**src/rtl/multi_voice_pwm_mixer.sv**
```systemverilog
// Multi-voice sample mixer with per-voice volume and PWM amplifier output.
// One time-multiplexed MAC pass per PWM frame; result becomes next frame's duty.
module multi_voice_pwm_mixer #(
  parameter int          NUM_VOICES = 3,
  parameter int          SAMPLE_W   = 8,
  parameter int          VOL_W      = 4,
  parameter int          PWM_PERIOD = 1042,
  parameter int          CNT_W      = 11,
  parameter logic [15:0] BASE_ADDR  = 16'h5050
) (
  input  logic                           clk,
  input  logic                           rst,
  input  logic                           wr_en,
  input  logic [15:0]                    ram_addr,
  input  logic [7:0]                     cpu_data,
  input  logic [NUM_VOICES*SAMPLE_W-1:0] voice_sample,
  output logic                           sample_req,
  output logic                           ampPWM,
  output logic                           ampSD
);

  localparam int LOG_V  = (NUM_VOICES > 1) ? $clog2(NUM_VOICES) : 1;
  localparam int SUM_W  = SAMPLE_W + VOL_W + LOG_V;
  localparam int PROD_W = SUM_W + CNT_W;
  localparam int IDX_W  = (NUM_VOICES > 1) ? $clog2(NUM_VOICES) : 1;

  typedef enum logic [1:0] {
    IDLE,
    ACC,
    SCALE
  } state_t;

  state_t               r_state;
  logic [CNT_W-1:0]     r_cnt;
  logic [CNT_W-1:0]     r_thresh;
  logic [CNT_W-1:0]     r_mix;
  logic [SUM_W-1:0]     r_acc;
  logic [IDX_W-1:0]     r_idx;
  logic [1:0]           r_ctrl;
  logic [VOL_W-1:0]     r_vol    [NUM_VOICES];
  logic [VOL_W-1:0]     r_snap_v [NUM_VOICES];
  logic [SAMPLE_W-1:0]  r_snap_s [NUM_VOICES];
  logic                 r_req;
  logic                 r_pwm;
  logic                 r_sd;

  logic                 w_wrap;
  logic [15:0]          w_off;
  logic [SUM_W-1:0]     w_term;
  logic [PROD_W-1:0]    w_prod;

  assign w_wrap = (r_cnt == CNT_W'(PWM_PERIOD - 1));
  assign w_off  = ram_addr - BASE_ADDR;
  assign w_term = SUM_W'(r_snap_s[r_idx]) * SUM_W'(r_snap_v[r_idx]);
  // Full-width product so the >>SUM_W keeps mix_result below PWM_PERIOD
  assign w_prod = PROD_W'(r_acc) * PROD_W'(PWM_PERIOD);

  always_ff @(posedge clk) begin
    if (rst) begin
      r_state  <= IDLE;
      r_cnt    <= '0;
      r_thresh <= '0;
      r_mix    <= '0;
      r_acc    <= '0;
      r_idx    <= '0;
      r_ctrl   <= '0;
      r_req    <= 1'b0;
      r_pwm    <= 1'b0;
      r_sd     <= 1'b0;
      for (int v = 0; v < NUM_VOICES; v++) begin
        r_vol[v]    <= '0;
        r_snap_v[v] <= '0;
        r_snap_s[v] <= '0;
      end
    end else begin
      for (int v = 0; v < NUM_VOICES; v++)
        if (wr_en && w_off == 16'(v))
          r_vol[v] <= cpu_data[VOL_W-1:0];
      if (wr_en && w_off == 16'(NUM_VOICES))
        r_ctrl <= cpu_data[1:0];

      r_cnt <= w_wrap ? '0 : r_cnt + 1'b1;
      r_req <= (r_cnt == CNT_W'(PWM_PERIOD - 2));
      r_pwm <= r_ctrl[0] & ~r_ctrl[1] & (r_cnt < r_thresh);
      r_sd  <= r_ctrl[0];

      if (w_wrap) begin
        r_thresh <= r_mix;
        r_state  <= ACC;
        r_acc    <= '0;
        r_idx    <= '0;
        for (int v = 0; v < NUM_VOICES; v++) begin
          r_snap_s[v] <= voice_sample[v*SAMPLE_W +: SAMPLE_W];
          r_snap_v[v] <= r_vol[v];
        end
      end else begin
        unique case (r_state)
          IDLE: r_state <= IDLE;
          ACC: begin
            r_acc <= r_acc + w_term;
            r_idx <= r_idx + 1'b1;
            if (r_idx == IDX_W'(NUM_VOICES - 1))
              r_state <= SCALE;
          end
          SCALE: begin
            r_mix   <= w_prod[SUM_W +: CNT_W];
            r_state <= IDLE;
          end
          default: r_state <= IDLE;
        endcase
      end
    end
  end

  assign sample_req = r_req;
  assign ampPWM     = r_pwm;
  assign ampSD      = r_sd;

endmodule

```
**config.mk**
```make
export PLATFORM = sky130hd
export DESIGN_NAME = multi_voice_pwm_mixer
export DESIGN_NICKNAME = d
export VERILOG_FILES = /design/src/rtl/multi_voice_pwm_mixer.sv
export SDC_FILE = /design/constraint.sdc
export NUM_CORES = 1
export LEC_CHECK = 0
export CAP_MARGIN = 20
export CORE_AREA = 3 3 130 101
export CTS_CLUSTER_SIZE = 25
export DETAILED_ROUTE_END_ITERATION = 7
export DIE_AREA = 0 0 133 104
export PLACE_DENSITY = 0.73
export SETUP_SLACK_MARGIN = 0.02
export SLEW_MARGIN = 20
export SYNTH_ARGS = -nofsm -noshare
export SYNTH_HDL_FRONTEND = slang
export SYNTH_SLANG_ARGS = --single-unit
```
**constraint.sdc**
```tcl
create_clock -name clk -period 7.3 [get_ports clk]
set_input_delay 1.095 -clock clk [delete_from_list [all_inputs] [get_ports clk]]
set_output_delay 1.095 -clock clk [all_outputs]
set_load 0.02 [all_outputs]
```
==> results.tsv, run 1 <==
metric	value	unit
status	finished, final reports clean	
Post-CTS Setup Bufs	0	
Post-DP HPWL	9730	µm
final setup TNS	0	ps
Ys Warns	0	
IO Count	54	
I/O Buffers	49	
Clock Skew	8.01	ps
Final period util	73.7	%
max-cap violations	0	
1st-pass router iterations	5	
Root Buffer Master	clkbuf_16	
Die Wd	133	µm
worst slew pin tran	841	ps
Crit Path Class	reg2reg	
vias in the first global route	4791	
Hold Vio Cnt, Final	0	
Register Area	0.00260	mm²
CP endpoint kind	flop	
Hold Path Cell Cnt	2	
Crit Path Max Fanout	12	
ANT nets after route	0	
RSZ-0062 raised after global routing	false	
Max IR drop VDD	0.127	mV
count of final setup violators	0	
First DRT Iteration DRCs	272	
GRT Overall Usage	19.1	%
ANT cells	0	
CTS sink cnt	106	
Overflow after GRT	0	
Mapped Avg Cell Area	9.79	µm²
nets@finish	874	
Relative slew margins	43.9	%
CTS clock-pin slew for the worst setup and hold paths	70	ps
syn nets	829	
largest net degree at the start of global routing	57	
Post-route DRC	0	
ratio of cells with drive above 1 in the final layout	5.10	%
Hold WS	464	ps
clock tree from TritonCTS	done	
multi-input gate area in the final layout	0.00364	mm²
PD cells	163	mW/mm²
first-pass GRT wire length	22100	µm
Die H	104	µm
CTS Hold Bufs	0	
leading cell type in the layout, fill and taps excluded	ha_1	
post-synthesis sequential area ratio	39.4	%
initial antenna violation count	0	
slowest cell on the critical path	dfxtp_1	
CP cell instances	mux2i_1, nor2_1, a21oi_1, or2_2, fa_1, fa_1, fa_1, inv_1, ha_1, a21o_1, a21oi_2, o21bai_1, a2111oi_2, nor3_1, o21ai_0, nor3b_1	
TritonCTS Buffers	9	
CP peak stage delay	790	ps
global placement routability congestion	0.834	
min-delay worst type	reg2reg	
Post-synth ARST share	0	%
P&R area growth vs syn	14.7	%
total power	1.24	mW
Filler cells	978	
Core Region	0.0120	mm²
post-layout util	63.0	%
dpl ws	1940	ps
Slew Viols, Final	0	
Starting Density	54.9	%
minimum clock period	5380	ps
wire per inst	14.1	µm
FF-to-FF path depth	16	
EDFF count, synth	48	
Via density	5.34	
Arr. time, crit path	5640	ps
Cell variety after synth	58	
Syn Inst Count	675	
Cell Rows	35	
startpoint types	flop	
required time worst endpoint	7560	ps
Clock Tree Buf Depth	2	
Netlist Area Pre-Place	0.00661	mm²
Worst Setup Slack, final	1920	ps
Post-CTS Resized	0	
Vias	4759	
ys flop type	dfxtp_1	
Top cell by count, worst path	fa_1	
LEAKAGE	3.37	nW
worst skew pair latency	340	ps
DRT Wirelength	12600	µm
most frequent cells in the layout	79 x ha_1, 78 x inv_1, 69 x nor2_1	
Die Area	0.0138	mm²
fmax	186	MHz
H-tree levels	3	
post-synthesis register bit count	106	
## critical path: cells and delay by family (launching register included)
kind | cells | cell delay [ps]
fa+ha+maj | 4 | 1800
mux | 1 | 290
flops | 1 | 790
compound gates | 6 | 1760
buf+inv | 1 | 40
simple gates | 4 | 620
## metrics by stage
step,instance area (µm²),std cells
final,7580,891
after global routing,7580,891
after CTS,7580,891
after detailed placement,7260,875
after global placement,7260,875
after floorplan,6610,675
## layout make-up
cell class,instances,area share [%]
inverter,79,3.91
clock inverter,4,0.726
sequential,106,34.3
tap,166,2.74
clock buffer,12,3.53
multi-input combinational,472,48.0
timing repair buffer,52,6.77
## path summary, 6_finish.rpt
path,from,to,slack [ps]
max,flop,r_acc[13]$_SDFFE_PP0P_,1920
min,r_mix[1]$_SDFFE_PP0P_,r_mix[1]$_SDFFE_PP0P_,460
max reg2reg,flop,r_acc[13]$_SDFFE_PP0P_,1920
min reg2reg,r_mix[1]$_SDFFE_PP0P_,r_mix[1]$_SDFFE_PP0P_,460
## sequential cells by signal (all words and copies together) (netlist names), named ones only
register	cells
r_ctrl	2
r_acc	14
ampPWM	1
r_thresh	11
r_cnt	11
r_idx	2
r_mix	11
r_vol	12
sample_req	1
r_snap_v	12
r_snap_s	24
r_state	2
ampSD	1
## report_power, final
| part | internal (mW) | switching, mW | total (mW) | leakage [nW] |
|---|---|---|---|---|
| Clock | 0.299 | 0.213 | 0.512 | 0.160 |
| Sequential | 0.630 | 0.00441 | 0.634 | 0.953 |
| Combinational | 0.0447 | 0.0456 | 0.0903 | 2.26 |
## layer usage
layer  vias up  GRT usage, %  share of wire [%]
li1       2394             -                  -
met1      2281          27.9                 50
met2        79          29.9                 46
met3         5          3.43                3.4
met4         0          3.86               0.56
met5         -             0                  0
## cells in the mapped netlist, types with 5 or more instances
library cell | n | area share (%)
mux2i_1 | 16 | 2.4
nand2_1 | 49 | 2.8
nand3_1 | 10 | 0.76
nor2_1 | 69 | 3.9
and3_1 | 9 | 0.85
a21o_1 | 10 | 1.1
a22o_1 | 5 | 0.66
edfxtp_1 | 48 | 22
buf_2 | 7 | 0.53
nor3_1 | 10 | 0.76
clkbuf_1 | 11 | 0.62
or2_2 | 6 | 0.57
xor2_1 | 11 | 1.5
and2_1 | 37 | 3.5
a21oi_1 | 40 | 3.0
o21ai_0 | 22 | 1.7
inv_1 | 79 | 4.5
dfxtp_1 | 58 | 18
xnor2_1 | 12 | 1.6
fa_1 | 24 | 7.3
ha_1 | 79 | 15
## kinds of logic after synthesis
logic type	count (synthesis)	share of synthesized area (%)
flops	106	39.4
xor+xnor	23	3.05
simple gates	216	16.1
compound gates	114	11.2
buf+inv	97	5.64
mux	16	2.42
fa+ha+maj	103	22.2
Power figures use the tool's default switching activity.
==> run 2, diff against run 1 <==
==> constraint.sdc (replaced) <==
create_clock -name clk -period 5.6 [get_ports clk]
set_input_delay 0.84 -clock clk [delete_from_list [all_inputs] [get_ports clk]]
set_output_delay 0.84 -clock clk [all_outputs]
set_load 0.02 [all_outputs]
==> results.tsv, run 2 (synthesis results as in run 1) <==
metric	value	unit	change
nets@finish	879		+0.57%
LEAKAGE	3.39	nW	+0.47%
P&R area growth vs syn	15.1	%	
worst slew pin tran	716	ps	-125 ps
largest net degree at the start of global routing	49		-14%
Hold Vio Cnt, Final	0		unchanged
CTS sink cnt	106		unchanged
CP endpoint kind	flop		
Clock Tree Buf Depth	2		unchanged
Root Buffer Master	clkbuf_16		
wire per inst	14.1	µm	+0.15%
H-tree levels	3		unchanged
clock tree from TritonCTS	done		
ANT cells	0		unchanged
Final period util	88.6	%	+15 points
Relative slew margins	52.1	%	+8.3 points
Die Wd	133	µm	unchanged
minimum clock period	4960	ps	-420 ps
min-delay worst type	reg2reg		
Clock Skew	13.7	ps	+5.69 ps
Post-CTS Setup Bufs	0		unchanged
hold path start	r_mix[7]$_SDFFE_PP0P_		
total power	1.58	mW	+28%
final setup TNS	0	ps	unchanged
1st-pass router iterations	5		unchanged
Overflow after GRT	0		unchanged
Post-DP HPWL	9840	µm	+1.1%
max FFs per register	24		unchanged
CTS clock-pin slew for the worst setup and hold paths	70	ps	about the same
initial antenna violation count	0		unchanged
PD cells	207	mW/mm²	+27%
worst skew pair latency	350	ps	about the same
Die Area	0.0138	mm²	unchanged
biggest regs	r_snap_s x24, r_acc x14		
Max IR drop VDD	0.147	mV	+15%
required time worst endpoint	5860	ps	-1700 ps
first-pass GRT wire length	21700	µm	-1.8%
Post-route DRC	0		unchanged
IO Count	54		unchanged
most flop-heavy register	r_snap_s		
max-cap violations	0		unchanged
Slew Viols, Final	0		unchanged
Vias	4746		-0.27%
RSZ-0062 raised after global routing	false		
most frequent cells in the layout	79 x ha_1, 78 x inv_1, 69 x nor2_1		
GRT Overall Usage	19.0	%	-0.073 points
Cell Rows	35		unchanged
CTS Hold Bufs	0		unchanged
status	finished, final reports clean		
count of final setup violators	0		unchanged
Post-CTS Resized	0		unchanged
global placement routability congestion	0.841		+0.88%
Crit Path Class	reg2reg		
vias in the first global route	4671		-2.5%
I/O Buffers	49		unchanged
Core Region	0.0120	mm²	unchanged
Starting Density	54.9	%	unchanged
ratio of cells with drive above 1 in the final layout	5.75	%	+0.65 points
Crit Path Max Fanout	17		+5
fmax	202	MHz	+8.5%
Arr. time, crit path	5220	ps	-420 ps
TritonCTS Buffers	9		unchanged
leading cell type in the layout, fill and taps excluded	ha_1		
First DRT Iteration DRCs	244		-10%
ANT nets after route	0		unchanged
Die H	104	µm	unchanged
startpoint types	flop		
Via density	5.30		-0.83%
DRT Wirelength	12700	µm	+0.71%
-- run 2: changes by cell type in the layout (fill, tap and decap cells not counted) --
| cell | change |
|---|---|
| clkinv_4 | +2 |
| clkinv_8 | +1 |
| buf_4 | +5 |
| inv_8 | -1 |
| clkinv_2 | -1 |
| bufinv_16 | -1 |
-- run 2: layer usage --
| metal | wire length [µm] | GRT usage (%) | share of wire [%] | up-vias |
|---|---|---|---|---|
| li1 | - | - | - | 2413 |
| met4 | 151 | 5.12 | 1.2 | 0 |
| met2 | 5600 | 28.6 | 44 | 96 |
| met3 | 552 | 3.48 | 4.4 | 13 |
| met1 | 6360 | 28.1 | 50 | 2224 |
| met5 | 0 | 0 | 0 | - |
-- run 2: through the flow --
step | util [%] | area, µm² | hold WS, ps | worst slack, ps | instances
2_1_floorplan | - | 6610 | 425 | 1100 | 675
3_3_place_gp | 60.6 | 7300 | 444 | 835 | 880
3_5_place_dp | 60.6 | 7300 | 449 | 696 | 880
4_1_cts | 63.2 | 7610 | 462 | 657 | 896
5_1_grt | 63.2 | 7610 | 490 | 214 | 896
6_report | 63.2 | 7610 | 458 | 638 | 896
-- run 2: critical path, stage by stage (launching register included) --
cell and delay [ps]:
dfxtp_1 700, nor2_1 110, a21oi_1 540, or2_2 240, fa_1 410, fa_1 510
fa_1 510, inv_1 40, ha_1 320, a21o_1 200, a21oi_2 180, o21bai_1 130
a2111oi_2 540, nor2_1 120, xnor2_1 150, o31ai_1 190
-- run 2: cell type report --
type / instances / area (µm²)
well taps: 166 / 208
fillers: 982 / 4440
repair buffers: 57 / 551
clock inverters: 4 / 42.5
multi-input cells: 472 / 3640
inverters: 79 / 297
flip-flops and latches: 106 / 2600
clock buffers: 12 / 268
-- run 2: path summary, 6_finish.rpt --
path | to | slack [ps] | cells past startpoint
max reg2reg | r_acc[11]$_SDFFE_PP0P_ | 640 | 15
min reg2reg | r_thresh[7]$_SDFFE_PP0P_ | 460 | 2
min | r_thresh[7]$_SDFFE_PP0P_ | 460 | 2
max | r_acc[11]$_SDFFE_PP0P_ | 640 | 15
-- run 2: where the power goes --
| group | switching, mW | total [mW] | internal (mW) |
|---|---|---|---|
| Clock | 0.285 | 0.633 | 0.348 |
| Sequential | 0.00595 | 0.827 | 0.821 |
| Combinational | 0.0589 | 0.118 | 0.0591 |
==> run 3, diff against run 2 <==
--- a/config.mk
+++ b/config.mk
@@ -10,7 +10,8 @@
 export CTS_CLUSTER_SIZE = 25
 export DETAILED_ROUTE_END_ITERATION = 7
 export DIE_AREA = 0 0 133 104
-export PLACE_DENSITY = 0.73
+export GPL_ROUTABILITY_DRIVEN = 1
+export PLACE_DENSITY = 0.82
 export SETUP_SLACK_MARGIN = 0.02
 export SLEW_MARGIN = 20
 export SYNTH_ARGS = -nofsm -noshare
==> results.tsv, run 3 (synthesis results as in run 1) <==
metric	value	unit	change
ANT nets after route	0		unchanged
RSZ-0062 raised after global routing	false		
required time worst endpoint	5860	ps	about the same
minimum clock period	4960	ps	+2.85 ps
ratio of cells with drive above 1 in the final layout	5.75	%	unchanged
Post-CTS Resized	0		unchanged
CP cell instances	nor2_1, a21oi_1, or2_2, fa_1, fa_1, fa_1, inv_1, ha_1, a21o_1, a21oi_2, o21bai_1, a2111oi_2, nor2_1, xnor2_1, o31ai_1		
Clock Skew	9.78	ps	-3.93 ps
most flop-heavy register	r_snap_s		
Starting Density	54.9	%	unchanged
Placed Area	0.00730	mm²	unchanged
Register Area	0.00260	mm²	unchanged
I/O Buffers	49		unchanged
clock tree from TritonCTS	done		
largest net degree at the start of global routing	49		unchanged
Vias	4799		+1.1%
CP peak stage delay	700	ps	about the same
status	finished, final reports clean		
nets@finish	879		unchanged
first-pass GRT wire length	22900	µm	+5.6%
slowest cell on the critical path	dfxtp_1		
H-tree levels	3		unchanged
Cell Rows	35		unchanged
max-cap violations	0		unchanged
TritonCTS Buffers	9		unchanged
ANT cells	0		unchanged
Worst Setup Slack, final	635	ps	-2.85 ps
CTS sink cnt	106		unchanged
max FFs per register	24		unchanged
share of power burned in registers	52.0	%	-0.4 points
biggest regs	r_snap_s x24, r_acc x14		
Core Region	0.0120	mm²	unchanged
multi-input gate area in the final layout	0.00364	mm²	unchanged
1st-pass router iterations	5		unchanged
fmax	201	MHz	about the same
worst slew pin tran	806	ps	+89.3 ps
Slew Viols, Final	0		unchanged
global placement routability congestion	0.833		-0.95%
Die H	104	µm	unchanged
DRT Wirelength	13200	µm	+4.3%
Switching Power	0.350	mW	+0.27%
Overflow after GRT	0		unchanged
most frequent cells in the layout	79 x ha_1, 78 x inv_1, 69 x nor2_1		
clock power share	40.4	%	+0.3 points
CTS clock-pin slew for the worst setup and hold paths	70	ps	about the same
GRT Overall Usage	20.1	%	+1.1 points
Hold Vio Cnt, Final	0		unchanged
vias in the first global route	4866		+4.2%
worst skew pair latency	350	ps	about the same
min-delay worst type	reg2reg		
IO Count	54		unchanged
Die Wd	133	µm	unchanged
Post-route DRC	0		unchanged
count of final setup violators	0		unchanged
CP endpoint kind	flop		
PD cells	209	mW/mm²	+0.74%
Post-DP HPWL	10100	µm	+2.6%
Crit Path Max Fanout	17		unchanged
Crit Path Class	reg2reg		
Relative slew margins	46.2	%	-5.9 points
First DRT Iteration DRCs	319		+31%
Gate power share	7.5	%	about the same
CTS Hold Bufs	0		unchanged
Top cell by count, worst path	fa_1		
dpl ws	683	ps	-12.9 ps
wire per inst	14.7	µm	+4.3%
Root Buffer Master	clkbuf_16		
initial antenna violation count	0		unchanged
Final period util	88.7	%	about the same
final setup TNS	0	ps	unchanged
Clock Tree Buf Depth	2		unchanged
Die Area	0.0138	mm²	unchanged
Internal	1.24	mW	+0.85%
Switching Share	22.1	%	-0.099 points
post-layout util	63.1	%	about the same
Max IR drop VDD	0.160	mV	+8.9%
design area	0.00760	mm²	about the same
P&R area growth vs syn	15.1	%	about the same
Via density	5.36		+1.1%
Arr. time, crit path	5230	ps	about the same
Post-CTS Setup Bufs	0		unchanged
LEAKAGE	3.39	nW	about the same
Filler cells	920		-6.3%
leading cell type in the layout, fill and taps excluded	ha_1		
startpoint types	flop		
[run 3: changes by cell type in the layout (fill, tap and decap cells not counted)]
cell        before  now
clkinvlp_4       0    1
clkinv_8         1    0
clkbuf_8         1    2
clkinv_4         2    0
inv_8            0    1
[run 3: power by group through the flow]
stage                     Sequential, mW  Clock, mW  Combinational, mW
after floorplan                    0.843          0             0.0680
after global placement             0.844          0              0.113
after detailed placement           0.844          0              0.120
after CTS                          0.827      0.653              0.120
after global routing               0.829      0.677              0.135
final                              0.827      0.642              0.120
[run 3: cell type report]
cell class | instances | area share, %
multi-input combinational | 472 | 47.8
sequential | 106 | 34.2
timing repair buffer | 57 | 7.24
inverter | 79 | 3.90
clock buffer | 13 | 3.70
tap | 166 | 2.73
clock inverter | 3 | 0.362
[run 3: worst max-delay path: cells and delay by family (launching register included)]
kind	cells	cell delay [ps]
adders and majority gates	4	1790
DFF	1	700
xor gates and xnor gates	1	150
and+or+nand+nor	3	470
buffers and inverters	1	40
AOI/OAI and AO/OA	6	1730
[run 3: final timing paths]
kind / endpoint / start / slack [ps] / cells past startpoint
min: r_mix[4]$_SDFFE_PP0P_ / r_mix[4]$_SDFFE_PP0P_ / 460 / 2
min reg2reg: r_mix[4]$_SDFFE_PP0P_ / r_mix[4]$_SDFFE_PP0P_ / 460 / 2
max: r_acc[11]$_SDFFE_PP0P_ / flop / 640 / 15
max reg2reg: r_acc[11]$_SDFFE_PP0P_ / flop / 640 / 15
[run 3: per-layer routing]
| layer | vias up | global-route usage, % | wire, µm |
|---|---|---|---|
| li1 | 2401 | - | - |
| met1 | 2281 | 27.3 | 6200 |
| met2 | 108 | 32.8 | 6230 |
| met3 | 9 | 4.50 | 673 |
| met4 | 0 | 4.90 | 106 |
| met5 | - | 0 | 0 |
[run 3: per-stage QoR]
step                      total power, mW  hold slack [ps]  cells
after floorplan                     0.911              425    675
after global placement              0.957              444    880
final                                1.59              462    896
after global routing                 1.64              489    896
after CTS                            1.60              464    896
after detailed placement            0.964              456    880
